`config.mk`:
```
export PLATFORM = sky130hd
export DESIGN_NAME = btb_update_ctrl
export DESIGN_NICKNAME = d
export VERILOG_FILES = /design/src/rtl/lc3b_types.sv /design/src/rtl/btb_upd_fifo.sv /design/src/rtl/btb_update_ctrl.sv
export SDC_FILE = /design/constraint.sdc
export NUM_CORES = 1
export LEC_CHECK = 0
export CORE_MARGIN = 2
export CORE_UTILIZATION = 50
export DETAILED_ROUTE_END_ITERATION = 8
export MAX_ROUTING_LAYER = met4
export PLACE_DENSITY = 0.78
export REMOVE_ABC_BUFFERS = 1
export SYNTH_ARGS = -nofsm -noshare
export SYNTH_HDL_FRONTEND = slang
export SYNTH_SLANG_ARGS = --single-unit
```
`constraint.sdc`:
```
create_clock -name clk -period 6.4 [get_ports clk]
set_clock_uncertainty 0.15 [all_clocks]
set_input_delay 1.28 -clock clk [delete_from_list [all_inputs] [get_ports clk]]
set_output_delay 1.28 -clock clk [all_outputs]
set_load 0.01 [all_outputs]
```
`src/rtl/lc3b_types.sv`:
```
// Shared LC-3b types for the branch target buffer and its update path.
package lc3b_types;

    typedef logic [15:0] lc3b_word;
    typedef logic [2:0]  lc3b_index;
    typedef logic [11:0] lc3b_btb_tag;

    typedef struct packed {
        lc3b_word pc;
        lc3b_word target;
        logic     taken;
    } btb_upd_t;

    typedef enum logic [1:0] {
        ST_IDLE  = 2'd0,
        ST_READ  = 2'd1,
        ST_WRITE = 2'd2
    } btb_upd_state_e;

    function automatic logic [1:0] way_onehot(input logic way);
        return way ? 2'b10 : 2'b01;
    endfunction

endpackage

```
`src/rtl/btb_upd_fifo.sv`:
```
// Update queue between branch resolution and the BTB write port.
// Head entry is visible combinationally so the controller can index the arrays.
module btb_upd_fifo
    import lc3b_types::*;
#(
    parameter int  DEPTH = 4,
    localparam int AW    = (DEPTH > 1) ? $clog2(DEPTH) : 1,
    localparam int CW    = AW + 1
) (
    input  logic          clk,
    input  logic          rst,
    input  logic          push,
    input  btb_upd_t      din,
    input  logic          pop,
    output btb_upd_t      head,
    output logic [CW-1:0] count,
    output logic          empty,
    output logic          full
);

    btb_upd_t      mem [DEPTH];
    logic [AW-1:0] wr_ptr_q, wr_ptr_d;
    logic [AW-1:0] rd_ptr_q, rd_ptr_d;
    logic [CW-1:0] count_q, count_d;
    logic          push_ok;
    logic          pop_ok;

    assign empty   = (count_q == '0);
    assign full    = (count_q == CW'(DEPTH));
    assign count   = count_q;
    assign head    = mem[rd_ptr_q];
    assign push_ok = push && !full;
    assign pop_ok  = pop && !empty;

    // Power-of-two depth, so pointer overflow is the wrap.
    always_comb begin
        wr_ptr_d = wr_ptr_q;
        rd_ptr_d = rd_ptr_q;
        count_d  = count_q;
        if (push_ok) begin
            wr_ptr_d = wr_ptr_q + AW'(1);
        end
        if (pop_ok) begin
            rd_ptr_d = rd_ptr_q + AW'(1);
        end
        unique case ({push_ok, pop_ok})
            2'b10:   count_d = count_q + CW'(1);
            2'b01:   count_d = count_q - CW'(1);
            default: count_d = count_q;
        endcase
    end

    always_ff @(posedge clk or posedge rst) begin
        if (rst) begin
            wr_ptr_q <= '0;
            rd_ptr_q <= '0;
            count_q  <= '0;
        end else begin
            wr_ptr_q <= wr_ptr_d;
            rd_ptr_q <= rd_ptr_d;
            count_q  <= count_d;
        end
    end

    always_ff @(posedge clk) begin
        if (push_ok) begin
            mem[wr_ptr_q] <= din;
        end
    end

endmodule

```
`src/rtl/btb_update_ctrl.sv`:
```
// Queues resolved branches and applies them to a 2-way BTB via READ/WRITE passes.
// Build option BTB_INVALIDATE_EN: a not-taken hit clears the hit way instead of only touching LRU.
module btb_update_ctrl
    import lc3b_types::*;
#(
    parameter int DEPTH = 4
) (
    input  logic        clk,
    input  logic        rst,
    input  logic        upd_valid,
    output logic        upd_ready,
    input  lc3b_word    upd_pc,
    input  lc3b_word    upd_target,
    input  logic        upd_taken,
    output lc3b_index   btb_index,
    input  lc3b_btb_tag tag0,
    input  lc3b_btb_tag tag1,
    input  logic        valid0,
    input  logic        valid1,
    input  logic        lru_in,
    output logic        lru_write,
    output logic        lru_out,
    output logic [1:0]  way_write,
    output lc3b_btb_tag tag_out,
    output lc3b_word    target_out,
    output logic        valid_out,
    output logic        busy
);

    localparam int AW = (DEPTH > 1) ? $clog2(DEPTH) : 1;
    localparam int CW = AW + 1;

    btb_upd_state_e state_q, state_d;
    btb_upd_t       head;
    btb_upd_t       din;
    logic [CW-1:0]  fifo_count;
    logic           fifo_empty;
    logic           fifo_full;
    logic           push;
    logic           pop;

    lc3b_btb_tag    tag0_q, tag1_q;
    logic [1:0]     valid_q;
    logic           lru_q;

    lc3b_index      head_index;
    lc3b_btb_tag    head_tag;
    logic           pc_lsb_unused;
    logic [1:0]     hit_vec;
    logic           hit;
    logic           hit_way;
    logic           victim_way;

    // rst gates ready directly so nothing is accepted while reset is held.
    assign upd_ready = !rst && !fifo_full;
    assign push      = upd_valid && upd_ready;
    assign pop       = (state_q == ST_WRITE);
    assign busy      = (state_q != ST_IDLE) || !fifo_empty;
    assign din       = '{pc: upd_pc, target: upd_target, taken: upd_taken};

    btb_upd_fifo #(.DEPTH(DEPTH)) u_fifo (
        .clk   (clk),
        .rst   (rst),
        .push  (push),
        .din   (din),
        .pop   (pop),
        .head  (head),
        .count (fifo_count),
        .empty (fifo_empty),
        .full  (fifo_full)
    );

    assign head_index    = head.pc[3:1];
    assign head_tag      = head.pc[15:4];
    assign pc_lsb_unused = head.pc[0];

    always_ff @(posedge clk or posedge rst) begin
        if (rst) begin
            state_q <= ST_IDLE;
        end else begin
            state_q <= state_d;
        end
    end

    // Array read data is only trustworthy at the end of READ; hold it for WRITE.
    always_ff @(posedge clk or posedge rst) begin
        if (rst) begin
            tag0_q  <= '0;
            tag1_q  <= '0;
            valid_q <= '0;
            lru_q   <= 1'b0;
        end else if (state_q == ST_READ) begin
            tag0_q  <= tag0;
            tag1_q  <= tag1;
            valid_q <= {valid1, valid0};
            lru_q   <= lru_in;
        end
    end

    // Going straight back to READ when more work is queued keeps two cycles per update.
    always_comb begin
        state_d = state_q;
        unique case (state_q)
            ST_IDLE:  if (!fifo_empty) state_d = ST_READ;
            ST_READ:  state_d = ST_WRITE;
            ST_WRITE: state_d = ((fifo_count > CW'(1)) || push) ? ST_READ : ST_IDLE;
            default:  state_d = ST_IDLE;
        endcase
    end

    assign hit_vec    = {valid_q[1] && (tag1_q == head_tag), valid_q[0] && (tag0_q == head_tag)};
    assign hit        = |hit_vec;
    assign hit_way    = !hit_vec[0];
    assign victim_way = !valid_q[0] ? 1'b0 : (!valid_q[1] ? 1'b1 : lru_q);

    always_comb begin
        way_write  = '0;
        lru_write  = 1'b0;
        lru_out    = 1'b0;
        tag_out    = '0;
        target_out = '0;
        valid_out  = 1'b0;
        btb_index  = (state_q == ST_IDLE) ? '0 : head_index;
        if (state_q == ST_WRITE) begin
            if (hit) begin
                if (head.taken) begin
                    way_write  = way_onehot(hit_way);
                    tag_out    = head_tag;
                    target_out = head.target;
                    valid_out  = 1'b1;
                    lru_write  = 1'b1;
                    lru_out    = ~hit_way;
                end else begin
`ifdef BTB_INVALIDATE_EN
                    way_write  = way_onehot(hit_way);
                    tag_out    = head_tag;
                    target_out = head.target;
                    valid_out  = 1'b0;
                    lru_write  = 1'b1;
                    lru_out    = hit_way;
`else
                    lru_write  = 1'b1;
                    lru_out    = ~hit_way;
`endif
                end
            end else if (head.taken) begin
                way_write  = way_onehot(victim_way);
                tag_out    = head_tag;
                target_out = head.target;
                valid_out  = 1'b1;
                lru_write  = 1'b1;
                lru_out    = ~victim_way;
            end
        end
    end

endmodule

```
==> results of run 1 <==
[layout by cell type, fill, tap and decap left out, types with 2 or more instances in the layout]
cell type / n
sky130_fd_sc_hd__nor2_1: 5
sky130_fd_sc_hd__dfrtp_1: 35
sky130_fd_sc_hd__o21ai_0: 2
sky130_fd_sc_hd__xnor2_2: 2
sky130_fd_sc_hd__buf_4: 5
sky130_fd_sc_hd__nand3_1: 4
sky130_fd_sc_hd__inv_6: 2
sky130_fd_sc_hd__edfxtp_1: 128
sky130_fd_sc_hd__clkbuf_16: 17
sky130_fd_sc_hd__xnor2_1: 26
sky130_fd_sc_hd__mux4_1: 2
sky130_fd_sc_hd__mux2_2: 28
sky130_fd_sc_hd__xor2_1: 2
sky130_fd_sc_hd__and3_1: 28
sky130_fd_sc_hd__clkinv_2: 4
sky130_fd_sc_hd__o22ai_1: 2
sky130_fd_sc_hd__and3_2: 4
sky130_fd_sc_hd__mux4_2: 30
sky130_fd_sc_hd__nand2_1: 9
sky130_fd_sc_hd__ha_1: 8
sky130_fd_sc_hd__inv_1: 8
sky130_fd_sc_hd__clkinv_4: 2
sky130_fd_sc_hd__clkdlybuf4s50_1: 99
sky130_fd_sc_hd__nand4_1: 8
sky130_fd_sc_hd__bufinv_16: 2
sky130_fd_sc_hd__clkbuf_1: 3
sky130_fd_sc_hd__nor4_1: 2
sky130_fd_sc_hd__nand2b_1: 2
sky130_fd_sc_hd__nor2b_1: 5
[state kept, by name, indices dropped and copies added (netlist names)]
name	flops
tag1_q	12
tag0_q	12
state_q	2
u_fifo.wr_ptr_q	2
u_fifo.count	3
u_fifo.rd_ptr_q	2
u_fifo.mem	128
lru_q	1
valid_q	2
[routing by layer]
| metal | vias to the layer above | track usage, % |
|---|---|---|
| met5 | - | - |
| met4 | 0 | 6.69 |
| met3 | 17 | 6.60 |
| met2 | 130 | 32.1 |
| met1 | 1896 | 25.3 |
| li1 | 1662 | - |
[through the flow]
step                      utilization (%)  power [W]  cell area [µm²]  hold slack (ns)  cells
after floorplan                         -    0.00237             6690            0.308    352
after global placement               60.0    0.00277             7950            0.338    632
after detailed placement             60.0    0.00281             7950            0.350    632
after CTS                            64.4    0.00380             8520            0.360    664
after global routing                 64.4    0.00398             8520            0.382    664
final                                64.4    0.00377             8520            0.359    664
[layout make-up]
cell class | instances | area (µm²) | area share [%]
Tap cell | 176 | 220 | 2.58
Timing Repair Buffer | 104 | 1030 | 12.1
Inverter | 8 | 30.0 | 0.352
Sequential cell | 164 | 4750 | 55.7
Clock inverter | 11 | 126 | 1.48
Multi-Input combinational cell | 180 | 1920 | 22.6
Clock buffer | 21 | 450 | 5.28
[synth_stat cells, drive strengths merged, types with 2 or more instances]
library cell,instances
and3,32
buf,4
clkbuf,12
dfrtp,36
edfxtp,128
ha,8
inv,8
mux2,28
mux4,32
nand2,9
nand2b,2
nand3,5
nand4,8
nor2,5
nor2b,6
nor4,2
o21ai,2
o22ai,2
or4,2
xnor2,28
xor2,2
[where the power goes]
| part | internal [W] | total (W) | switching [W] |
|---|---|---|---|
| clock network | 0.000588 | 0.000989 | 0.000401 |
| registers | 0.00137 | 0.00153 | 0.000162 |
| logic | 0.000658 | 0.00125 | 0.000595 |
| total | 0.00261 | 0.00377 | 0.00116 |
[cell families after synthesis]
logic type               share of synthesized area [%]
flip-flops                                        70.0
AND/OR/NAND/NOR                                   6.21
multiplexers                                      15.6
XOR/XNOR                                          4.10
buffers and inverters                             1.68
AO/OA/AOI/OAI                                    0.942
adder cells (fa/ha/maj)                           1.48
[path summary, 6_finish.rpt]
check	startpoint	end	slack, ns	cells past startpoint
max in group asynchronous	rst	u_fifo.rd_ptr_q[0]$_DFFE_PP0P_	4.58	3
min reg2reg	state_q[0]$_DFFE_PP0P_	state_q[0]$_DFFE_PP0P_	0.36	1
min	state_q[0]$_DFFE_PP0P_	state_q[0]$_DFFE_PP0P_	0.36	1
max reg2reg	u_fifo.count[0]$_DFFE_PP0P_	u_fifo.mem[1][31]$_DFFE_PP_	4.00	4
max	u_fifo.rd_ptr_q[0]$_DFFE_PP0P_	way_write[0]	1.09	7
min in group asynchronous	rst	u_fifo.count[2]$_DFFE_PP0P_	1.17	3
==> impl_results.rst, run 1 <==
.. list-table::
   :header-rows: 1

   * - Metric
     - Value
   * - Number of placement rows
     - 42
   * - Share of Yosys cell area claimed by the top area cell type
     - 56.7%
   * - Starting density of the core
     - 51.2%
   * - CP bufs+invs
     - 3
   * - Top achievable clock speed
     - approximately 0.19 GHz
   * - Initial antenna violation count
     - 0
   * - Total negative slack
     - 0 ns
   * - Clock latency on the worst-skew pair
     - 0.42 ns
   * - Sequential cell area fraction in the yosys report
     - 70.0%
   * - First-pass detailed-route iteration total
     - 5
   * - Worst min-delay path class
     - reg -> reg
   * - Uppermost routed layer
     - met4
   * - Post-synth EDFFs
     - 128
   * - Setup-violating endpoint count in the final report
     - 0
   * - Total of cells resized after clock tree synthesis
     - 0
   * - Pin count of the biggest net entering global routing
     - 37
   * - Number of storage elements in the synthesis netlist
     - 164
   * - GR Util All Layers
     - 20.4%
   * - Via count
     - about 3,700
   * - Unrepaired setup endpoints after global routing
     - no
   * - Share of the cycle needed by the critical path after routing
     - 82.9%
   * - Width of the die
     - 120 µm
   * - Netlist area before placement
     - 0.00677 mm²
   * - Number of synthesis warnings
     - 0
   * - Congestion Overflow GR
     - 0
   * - Post-synth ARST share
     - 22.0%
   * - Leakage power
     - between 3 and 4 nW
   * - Relative slew slack
     - 28.7%
   * - PortBufs
     - around 100
   * - Pre-CTS worst setup slack
     - 1.50 ns
   * - Largest driver fanout on the critical path
     - 30
   * - Final estimated routing congestion in global placement
     - between 0.8 and 0.9
   * - Number of buffers inserted for hold repair after clock tree synthesis
     - 0
   * - Number of nets in the layout
     - 546
   * - Distinct cell type count of the synthesized netlist
     - 34
   * - Data required time of the worst path
     - 4.97 ns
   * - DRT iter0 DRCs
     - 222
   * - Sequence of cells on the critical path
     - buf_4 -> mux4_1 -> nand2_1 -> inv_1 -> nand2_1 -> o22ai_1 -> clkdlybuf4s50_1
   * - CTS buffer count
     - 17
   * - Top cell type by total area after synthesis
     - sky130_fd_sc_hd__edfxtp_1
   * - Clock transition at the registers of the reported paths
     - 0.06 ns
   * - Leading post-synthesis cells by cell area
     - sky130_fd_sc_hd__edfxtp_1, sky130_fd_sc_hd__dfrtp_1, sky130_fd_sc_hd__mux4_2
   * - Drt drc
     - 0
   * - Antenna diode instance count
     - 0
   * - Slowest cell on the critical path
     - sky130_fd_sc_hd__mux4_1
   * - Most prevalent standard cell on the critical path
     - sky130_fd_sc_hd__nand2_1
   * - Area of the core
     - 0.0132 mm²
   * - CP arrival
     - 3.88 ns
   * - Sum of routed wire length over all layers
     - 13.4 mm
   * - Buffer count from post-CTS setup fixing
     - 0
   * - Critical path endpoint category
     - output port
   * - PwrDens
     - 442 mW/mm²
   * - Sinks on the clock net
     - 164
   * - First-pass GRT wire length
     - 21.1 mm
   * - Post-synthesis average cell area
     - 18.4 µm²
   * - Minimum setup slack in the final design
     - 1.09 ns
   * - Synth Flop Type
     - sky130_fd_sc_hd__edfxtp_1
   * - Floorplan die area
     - 0.0145 mm²
   * - Metal3 WL
     - 1.03 mm
   * - Setup crit start kind
     - flip-flop
   * - Reported max-cap violation count
     - 0
   * - DIE HEIGHT
     - 120 µm
   * - H-tree depth
     - 4
   * - CTS root buffer
     - sky130_fd_sc_hd__clkbuf_16
   * - Crit path max-delay family
     - buffers and inverters
   * - Buffer levels on the longest clock path
     - 2
   * - Top Ports
     - 101
   * - Detailed-placement wirelength estimate
     - around 8.3 mm
   * - TritonCTS clock tree
     - built
   * - Shortest clock period the worst path allows after layout
     - about 5.3 ns
   * - Final hold vios
     - 0
   * - Path type of the worst setup path
     - reg -> out
   * - Number of nets with antenna violations after routing
     - 0
   * - Final routed wire length divided by cell count
     - just over 20 µm
   * - Area growth from synthesis to final layout
     - 25.8%
   * - Routed vias/inst
     - 5.58
   * - Peak supply drop
     - 0.000233 V
   * - Result of the run
     - completed
   * - Gate count of the mapped netlist
     - 368
   * - Max-slew violations
     - 0
   * - Met2 Routed Length
     - 6.55 mm
   * - Longest individual stage delay on the worst path
     - 1.03 ns
   * - Met1 routed wirelength after detailed routing
     - 5.63 mm
   * - Total of fill cells in the finished design
     - 951
   * - Measured slew at the worst slew-check pin
     - 1.07 ns
   * - Layout cell share with drive strength beyond 1
     - 21.1%
   * - Via count of the first global-routing pass
     - 3,938
(Power assumes the default switching activity.)
==> inputs of run 2 (changes only) <==
--- a/config.mk
+++ b/config.mk
@@ -6,10 +6,10 @@
 export NUM_CORES = 1
 export LEC_CHECK = 0
 export CORE_MARGIN = 2
-export CORE_UTILIZATION = 50
+export CORE_UTILIZATION = 49
 export DETAILED_ROUTE_END_ITERATION = 8
 export MAX_ROUTING_LAYER = met4
-export PLACE_DENSITY = 0.78
+export PLACE_DENSITY = 0.79
 export REMOVE_ABC_BUFFERS = 1
 export SYNTH_ARGS = -nofsm -noshare
 export SYNTH_HDL_FRONTEND = slang
==> constraint.sdc (replaced) <==
create_clock -name clk -period 4.35 [get_ports clk]
set_clock_uncertainty 0.15 [all_clocks]
set_input_delay 0.87 -clock clk [delete_from_list [all_inputs] [get_ports clk]]
set_output_delay 0.87 -clock clk [all_outputs]
set_load 0.01 [all_outputs]
==> run 2 against run 1 <==
Register-to-register slack worse by 2.1 ns. Sequential cell count is the same. Critical path depth rose by 1. Global-route usage rose by 0.16 points. Design area increased by 1.2%. Setup slack worse by 0.93 ns. Largest power group unchanged. Die area increased by 2.0%. Final cell count rose by 1.2%. Via count rose by 1.0%. Sequential share of layout area shrank 0.64 points. Highest routed layer unchanged. Combinational power increased by 65%. Core utilization rose by 0.25 points.
==> impl_results.rst, run 2 (same netlist as run 1, synthesis figures left out) <==
.. list-table::
   :header-rows: 1

   * - Metric
     - Value
   * - Drt drc
     - 0 (unchanged)
   * - Most frequent cells in the layout
     - sky130_fd_sc_hd__edfxtp_1, sky130_fd_sc_hd__clkdlybuf4s50_1, sky130_fd_sc_hd__dfrtp_1, sky130_fd_sc_hd__mux4_2 (unchanged)
   * - Net switching power
     - 0.00180 W (was 0.00116 W)
   * - Net switching share of the total power
     - 32.1% (was 30.7%)
   * - Registers with the highest flip-flop counts
     - u_fifo.mem x128, tag0_q x12, tag1_q x12 (unchanged)
   * - Result of the run
     - completed (unchanged)
   * - Worst min-delay path class
     - reg -> reg (unchanged)
   * - Via count
     - 3,743 (was 3,705)
   * - Largest driver fanout on the critical path
     - 4 (was 30)
   * - Crit path max-delay family
     - buffers and inverters (unchanged)
   * - Layout cell share with drive strength beyond 1
     - 23.8% (was 21.1%)
   * - Measured slew at the worst slew-check pin
     - 0.893 ns (was 1.07 ns)
   * - First-pass GRT wire length
     - 21.4 mm (was 21.1 mm)
   * - Pin count of the biggest net entering global routing
     - 37 (unchanged)
   * - Floorplan die area
     - 0.0148 mm² (was 0.0145 mm²)
   * - Most prevalent standard cell on the critical path
     - sky130_fd_sc_hd__buf_4 (was sky130_fd_sc_hd__nand2_1)
   * - Top achievable clock speed
     - between 0.2 and 0.25 GHz
   * - Longest individual stage delay on the worst path
     - 0.56 ns (was 1.03 ns)
   * - DIE HEIGHT
     - 122 µm (was 120 µm)
   * - Placement-stage cell area
     - 0.00801 mm² (was 0.00795 mm²)
   * - Unrepaired setup endpoints after global routing
     - no (unchanged)
   * - Number of placement rows
     - 42 (unchanged)
   * - Leakage power
     - 3.13 nW (was 3.04 nW)
   * - First-pass detailed-route iteration total
     - 4 (was 5)
   * - Reported max-cap violation count
     - 0 (unchanged)
   * - Via count of the first global-routing pass
     - 4,015 (was 3,938)
   * - Area of the core
     - 0.0133 mm² (was 0.0132 mm²)
   * - CTS root buffer
     - sky130_fd_sc_hd__clkbuf_16 (unchanged)
   * - Relative slew slack
     - 40.5% (was 28.7%)
   * - Slowest cell on the critical path
     - sky130_fd_sc_hd__mux4_2 (was sky130_fd_sc_hd__mux4_1)
   * - Peak supply drop
     - 0.000634 V (was 0.000233 V)
   * - Congestion Overflow GR
     - 0 (unchanged)
   * - Setup crit start kind
     - flip-flop (unchanged)
   * - Final estimated routing congestion in global placement
     - 0.880 (was 0.860)
   * - PortBufs
     - 99 (unchanged)
   * - Largest register by flop count
     - u_fifo.mem (unchanged)
   * - Worst setup slack for register-to-register paths
     - 1.91 ns (was 4.00 ns)
   * - CP bufs+invs
     - 3 (unchanged)
   * - Width of the die
     - 122 µm (was 120 µm)
   * - CP arrival
     - 3.17 ns (was 3.88 ns)
   * - Detailed-placement wirelength estimate
     - 8.56 mm (was 8.34 mm)
   * - Sum of routed wire length over all layers
     - 13.8 mm (was 13.4 mm)
   * - Antenna diode instance count
     - 0 (unchanged)
   * - Number of nets with antenna violations after routing
     - 0 (unchanged)
   * - Number of nets in the layout
     - 554 (was 546)
   * - Starting density of the core
     - 50.7% (was 51.2%)
   * - Shortest clock period the worst path allows after layout
     - 4.19 ns
   * - Max reg flops
     - 128 (unchanged)
   * - Clock latency on the worst-skew pair
     - 0.42 ns (about the same)
   * - DRT iter0 DRCs
     - 311 (was 222)
   * - CTS buffer count
     - 17 (unchanged)
   * - Top Ports
     - 101 (unchanged)
   * - Internal power component
     - 0.00382 W (was 0.00261 W)
   * - Total negative slack
     - 0 ns (unchanged)
   * - Critical path endpoint category
     - output port (unchanged)
   * - Buffer levels on the longest clock path
     - 2 (unchanged)
   * - GR Util All Layers
     - 20.5% (was 20.4%)
   * - Non-Filler Cell Area, Final
     - 0.00863 mm² (was 0.00852 mm²)
   * - Clock network power share
     - 24.1% (was 26.2%)
   * - Share of the cycle needed by the critical path after routing
     - between 90% and 100%
   * - Max-slew violations
     - 0 (unchanged)
   * - Clock transition at the registers of the reported paths
     - 0.06 ns (about the same)
   * - H-tree depth
     - 4 (unchanged)
   * - Leading cell type in the layout, fill and taps excluded
     - sky130_fd_sc_hd__edfxtp_1 (unchanged)
   * - Final hold vios
     - 0 (unchanged)
   * - Pre-CTS worst setup slack
     - 0.311 ns (was 1.50 ns)
   * - Number of buffers inserted for hold repair after clock tree synthesis
     - 0 (unchanged)
   * - Setup-violating endpoint count in the final report
     - 0 (unchanged)
   * - Sequence of cells on the critical path
     - buf_4 -> buf_4 -> mux4_2 -> xnor2_2 -> nand4_1 -> nor4_2 -> o31a_1 -> clkdlybuf4s50_1 (was buf_4 -> mux4_1 -> nand2_1 -> inv_1 -> nand2_1 -> o22ai_1 -> clkdlybuf4s50_1)
   * - Data required time of the worst path
     - 3.33 ns (was 4.97 ns)
   * - Area growth from synthesis to final layout
     - 27.3% (was 25.8%)
   * - Path type of the worst setup path
     - reg -> out (unchanged)
   * - Routed vias/inst
     - 5.57 (was 5.58)
   * - PwrDens
     - 651 mW/mm² (was 442 mW/mm²)
   * - Sinks on the clock net
     - 164 (unchanged)
   * - Initial antenna violation count
     - 0 (unchanged)
   * - Final routed wire length divided by cell count
     - 20.5 µm (was 20.2 µm)
   * - TritonCTS clock tree
     - built (unchanged)
   * - Share of power burned in combinational logic
     - 36.6% (was 33.2%)
   * - Sequential group share of total power
     - 39.3% (was 40.5%)
   * - Minimum setup slack in the final design
     - 0.164 ns (was 1.09 ns)
==> run 2: cell types whose count changed in the layout (fill, tap and decap cells not counted), moves of 2 or more <==
| cell | before | now |
|---|---|---|
| sky130_fd_sc_hd__clkdlybuf4s50_1 | 99 | 96 |
| sky130_fd_sc_hd__bufinv_16 | 2 | 0 |
| sky130_fd_sc_hd__xnor2_1 | 26 | 21 |
| sky130_fd_sc_hd__buf_4 | 5 | 11 |
| sky130_fd_sc_hd__clkinv_1 | 0 | 2 |
| sky130_fd_sc_hd__buf_12 | 0 | 2 |
| sky130_fd_sc_hd__clkinvlp_4 | 0 | 3 |
| sky130_fd_sc_hd__dlymetal6s2s_1 | 0 | 3 |
| sky130_fd_sc_hd__clkinv_2 | 4 | 1 |
| sky130_fd_sc_hd__xnor2_2 | 2 | 7 |
==> run 2: per-stage QoR <==
step | power, W | utilization, % | hold WS (ns) | instances
global placement | 0.00414 | 60.0 | 0.339 | 637
floorplan | 0.00349 | - | 0.308 | 352
global route | 0.00589 | 64.6 | 0.383 | 672
finish | 0.00562 | 64.6 | 0.367 | 672
CTS | 0.00561 | 64.3 | 0.367 | 672
detailed placement | 0.00421 | 60.0 | 0.352 | 637
==> run 2: timing repair <==
action                     4_1_cts  5_1_grt
pin swaps                        0        0
gates resized for setup          4        8
cloned                           0        0
buffers inserted                 3        0
setup endpoints to repair        3        4
==> run 2: layout make-up <==
class	instances	area, µm²
fillers	925	4720
flip-flops and latches	164	4750
well taps	176	220
clock buffers	19	433
clock inverters	13	101
multi-input cells	180	1970
inverters	8	30.0
repair buffers	112	1120
==> run 2: layer usage <==
metal  vias to the layer above  global-route usage, %  part of all wire, %
li1                       1679                      -                    -
met1                      1888                   25.8                   40
met2                       153                   31.7                   50
met3                        23                   7.02                  8.4
met4                         0                   6.90                  1.5
met5                         -                      -                    0
==> run 2: final timing paths <==
| path | cells after the start | end | start |
|---|---|---|---|
| setup / recovery | 8 | lru_write | u_fifo.rd_ptr_q[0]$_DFFE_PP0P_ |
| setup reg to reg | 4 | u_fifo.mem[3][21]$_DFFE_PP_ | u_fifo.count[0]$_DFFE_PP0P_ |
| min in group asynchronous | 3 | u_fifo.wr_ptr_q[0]$_DFFE_PP0P_ | rst |
| hold reg to reg | 1 | state_q[0]$_DFFE_PP0P_ | state_q[0]$_DFFE_PP0P_ |
| hold / removal | 1 | state_q[0]$_DFFE_PP0P_ | state_q[0]$_DFFE_PP0P_ |
| max in group asynchronous | 3 | u_fifo.rd_ptr_q[0]$_DFFE_PP0P_ | rst |
==> run 2: power by group through the flow <==
stage | Clock (W) | Sequential [W] | Combinational, W
floorplan | 0 | 0.00226 | 0.00123
global placement | 0 | 0.00221 | 0.00192
detailed placement | 0 | 0.00223 | 0.00197
CTS | 0.00137 | 0.00220 | 0.00204
global route | 0.00145 | 0.00224 | 0.00220
finish | 0.00135 | 0.00221 | 0.00206
==> inputs of run 3 (changes only) <==
--- a/config.mk
+++ b/config.mk
@@ -5,11 +5,13 @@
 export SDC_FILE = /design/constraint.sdc
 export NUM_CORES = 1
 export LEC_CHECK = 0
+export CELL_PAD_IN_SITES_DETAIL_PLACEMENT = 1
+export CELL_PAD_IN_SITES_GLOBAL_PLACEMENT = 2
 export CORE_MARGIN = 2
-export CORE_UTILIZATION = 49
+export CORE_UTILIZATION = 36
 export DETAILED_ROUTE_END_ITERATION = 8
 export MAX_ROUTING_LAYER = met4
-export PLACE_DENSITY = 0.79
+export PLACE_DENSITY = 0.78
 export REMOVE_ABC_BUFFERS = 1
 export SYNTH_ARGS = -nofsm -noshare
 export SYNTH_HDL_FRONTEND = slang
==> run 3 against run 2 <==
Critical endpoint unchanged. Final cell count grew 9.7%. Count of clock-buffer cells in the layout shrank 2. Power grew 4.3%. Critical path depth shrank 1. Setup slack lost 0.0096 ns. Sequential share of layout area shrank 1.3 points. Via count grew 0.69%.
==> impl_results.rst, run 3 (same netlist as run 1, synthesis figures left out) <==
.. list-table::
   :header-rows: 1

   * - Metric
     - Value
   * - DIE HEIGHT
     - 141 µm (was 122 µm)
   * - Floorplan die area
     - 0.0199 mm² (was 0.0148 mm²)
   * - Clock latency on the worst-skew pair
     - 0.44 ns (was 0.42 ns)
   * - First-pass GRT wire length
     - 24.7 mm (was 21.4 mm)
   * - Critical path endpoint category
     - output port (unchanged)
   * - Top achievable clock speed
     - 0.238 GHz (was 0.239 GHz)
   * - CTS root buffer
     - sky130_fd_sc_hd__clkbuf_16 (unchanged)
   * - Share of the cycle needed by the critical path after routing
     - 96.5% (was 96.2%)
   * - Relative slew slack
     - 37.4% (was 40.5%)
   * - Sinks on the clock net
     - 164 (unchanged)
   * - Path type of the worst setup path
     - reg -> out (unchanged)
   * - Clock transition at the registers of the reported paths
     - 0.07 ns (was 0.06 ns)
   * - Data required time of the worst path
     - 3.33 ns (about the same)
   * - Depth of the worst register-to-register path
     - 4 (unchanged)
   * - Starting density of the core
     - 36.5% (was 50.7%)
   * - Final hold vios
     - 0 (unchanged)
   * - Max reg flops
     - 128 (unchanged)
   * - GR Util All Layers
     - 17.4% (was 20.5%)
   * - Registers with the highest flip-flop counts
     - u_fifo.mem x128, tag0_q x12, tag1_q x12 (unchanged)
   * - Most frequent cells in the layout
     - sky130_fd_sc_hd__edfxtp_1, sky130_fd_sc_hd__clkdlybuf4s50_1, sky130_fd_sc_hd__dfrtp_1, sky130_fd_sc_hd__mux4_2 (unchanged)
   * - PwrDens
     - 663 mW/mm² (was 651 mW/mm²)
   * - Leakage power
     - 3.19 nW (was 3.13 nW)
   * - Area growth from synthesis to final layout
     - 30.4% (was 27.3%)
   * - Layout cell share with drive strength beyond 1
     - 27.1% (was 23.8%)
   * - Crit Reg-Reg Startpoint
     - u_fifo.count[0]$_DFFE_PP0P_ (unchanged)
   * - Leading cell type in the layout, fill and taps excluded
     - sky130_fd_sc_hd__edfxtp_1 (unchanged)
   * - Instance count along the most critical hold path
     - 1 (unchanged)
   * - Minimum setup slack in the final design
     - 0.154 ns (was 0.164 ns)
   * - DRT iter0 DRCs
     - 163 (was 311)
   * - Pre-CTS worst setup slack
     - 0.163 ns (was 0.311 ns)
   * - Min-delay src
     - state_q[0]$_DFFE_PP0P_ (unchanged)
   * - Pin count of the biggest net entering global routing
     - 33 (was 37)
   * - Worst setup slack for register-to-register paths
     - 1.85 ns (was 1.91 ns)
   * - Buffer levels on the longest clock path
     - 2 (unchanged)
   * - CP bufs+invs
     - 2 (was 3)
   * - Measured slew at the worst slew-check pin
     - 0.939 ns (was 0.893 ns)
   * - Setup crit start kind
     - flip-flop (unchanged)
   * - Largest driver fanout on the critical path
     - 6 (was 4)
   * - Sum of routed wire length over all layers
     - 15.7 mm (was 13.8 mm)
   * - CTS buffer count
     - 17 (unchanged)
   * - Slowest cell on the critical path
     - sky130_fd_sc_hd__mux4_2 (unchanged)
   * - Setup-violating endpoint count in the final report
     - 0 (unchanged)
   * - Longest individual stage delay on the worst path
     - 0.59 ns (was 0.56 ns)
   * - Reg-to-Reg End
     - u_fifo.mem[1][31]$_DFFE_PP_ (was u_fifo.mem[3][21]$_DFFE_PP_)
   * - Congestion Overflow GR
     - 0 (unchanged)
   * - TritonCTS clock tree
     - built (unchanged)
   * - Reported max-cap violation count
     - 0 (unchanged)
   * - Max-slew violations
     - 0 (unchanged)
   * - Via count
     - 3,769 (was 3,743)
   * - PortBufs
     - 99 (unchanged)
   * - Final estimated routing congestion in global placement
     - 0.747 (was 0.880)
   * - Result of the run
     - completed (unchanged)
   * - Number of placement rows
     - 50 (was 42)
   * - Post-layout util
     - 47.5% (was 64.6%)
   * - Largest register by flop count
     - u_fifo.mem (unchanged)
   * - Initial antenna violation count
     - 1 (was 0)
   * - Number of nets with antenna violations after routing
     - 0 (unchanged)
   * - Peak supply drop
     - 0.000307 V (was 0.000634 V)
   * - Area of the core
     - 0.0186 mm² (was 0.0133 mm²)
   * - Width of the die
     - 141 µm (was 122 µm)
   * - Via count of the first global-routing pass
     - 4,343 (was 4,015)
   * - Detailed-placement wirelength estimate
     - 9.98 mm (was 8.56 mm)
   * - Routed vias/inst
     - 5.11 (was 5.57)
   * - Unrepaired setup endpoints after global routing
     - yes (was no)
   * - Total negative slack
     - 0 ns (unchanged)
   * - Overall power
     - 0.00586 W (was 0.00562 W)
   * - End point of the most critical hold path
     - state_q[0]$_DFFE_PP0P_ (unchanged)
   * - H-tree depth
     - 4 (unchanged)
   * - Final routed wire length divided by cell count
     - 21.2 µm (was 20.5 µm)
   * - CP arrival
     - 3.18 ns (was 3.17 ns)
   * - First-pass detailed-route iteration total
     - 4 (unchanged)
   * - Drt drc
     - 0 (unchanged)
   * - Worst min-delay path class
     - reg -> reg (unchanged)
   * - Number of nets in the layout
     - 560 (was 554)
   * - Shortest clock period the worst path allows after layout
     - 4.20 ns (was 4.19 ns)
   * - Sequence of cells on the critical path
     - clkbuf_4 -> mux4_2 -> xnor2_2 -> nand4_1 -> nor4_2 -> o31a_1 -> clkdlybuf4s50_1 (was buf_4 -> buf_4 -> mux4_2 -> xnor2_2 -> nand4_1 -> nor4_2 -> o31a_1 -> clkdlybuf4s50_1)
   * - Top Ports
     - 101 (unchanged)
   * - Crit path max-delay family
     - buffers and inverters (unchanged)
==> run 3: final cells by class <==
| cell class | count | area, µm² |
|---|---|---|
| tap | 234 | 293 |
| clock inverter | 15 | 163 |
| fill | 1728 | 9750 |
| clock buffer | 17 | 425 |
| multi-input combinational | 180 | 2020 |
| inverter | 8 | 30.0 |
| antenna | 1 | 2.50 |
| timing repair buffer | 118 | 1150 |
| sequential | 164 | 4750 |
==> run 3: routing by layer <==
| layer | GRT usage (%) | part of all wire [%] |
|---|---|---|
| met3 | 6.05 | 5.3 |
| met2 | 28.1 | 52 |
| met1 | 20.8 | 42 |
| met5 | - | 0 |
| met4 | 5.53 | 1.1 |
==> run 3: power by group <==
part           total [W]  leakage [nW]  internal, W  switching [W]
Sequential       0.00221          1.58      0.00201       0.000203
Combinational    0.00217          1.33      0.00112        0.00105
Clock            0.00147         0.283     0.000767       0.000708
==> run 3: worst max path at each step <==
stage               depth (start not counted)            to                           start  slack (ns)
global placement                            6  way_write[1]  u_fifo.rd_ptr_q[0]$_DFFE_PP0P_        0.22
floorplan                                   5  way_write[1]  u_fifo.rd_ptr_q[0]$_DFFE_PP0P_        0.04
detailed placement                          7       lru_out  u_fifo.rd_ptr_q[0]$_DFFE_PP0P_        0.16
global route                                7     lru_write  u_fifo.rd_ptr_q[0]$_DFFE_PP0P_       -0.04
finish                                      7     lru_write  u_fifo.rd_ptr_q[0]$_DFFE_PP0P_        0.15
CTS                                         7  way_write[0]  u_fifo.rd_ptr_q[0]$_DFFE_PP0P_       -0.02
==> run 3: metrics by stage <==
step | std cells | hold WS, ns | instance area, µm²
4_1_cts | 735 | 0.365 | 8770
3_5_place_dp | 698 | 0.356 | 8080
2_1_floorplan | 352 | 0.308 | 6690
3_3_place_gp | 698 | 0.341 | 8080
6_report | 737 | 0.365 | 8830
5_1_grt | 737 | 0.392 | 8830
==> run 3: what timing repair did <==
item / in CTS / in global routing
setup endpoints to repair: 4 / 2
setup buffers: 5 / 1
hold buffers: 0 / 0
resized for setup: 11 / 12
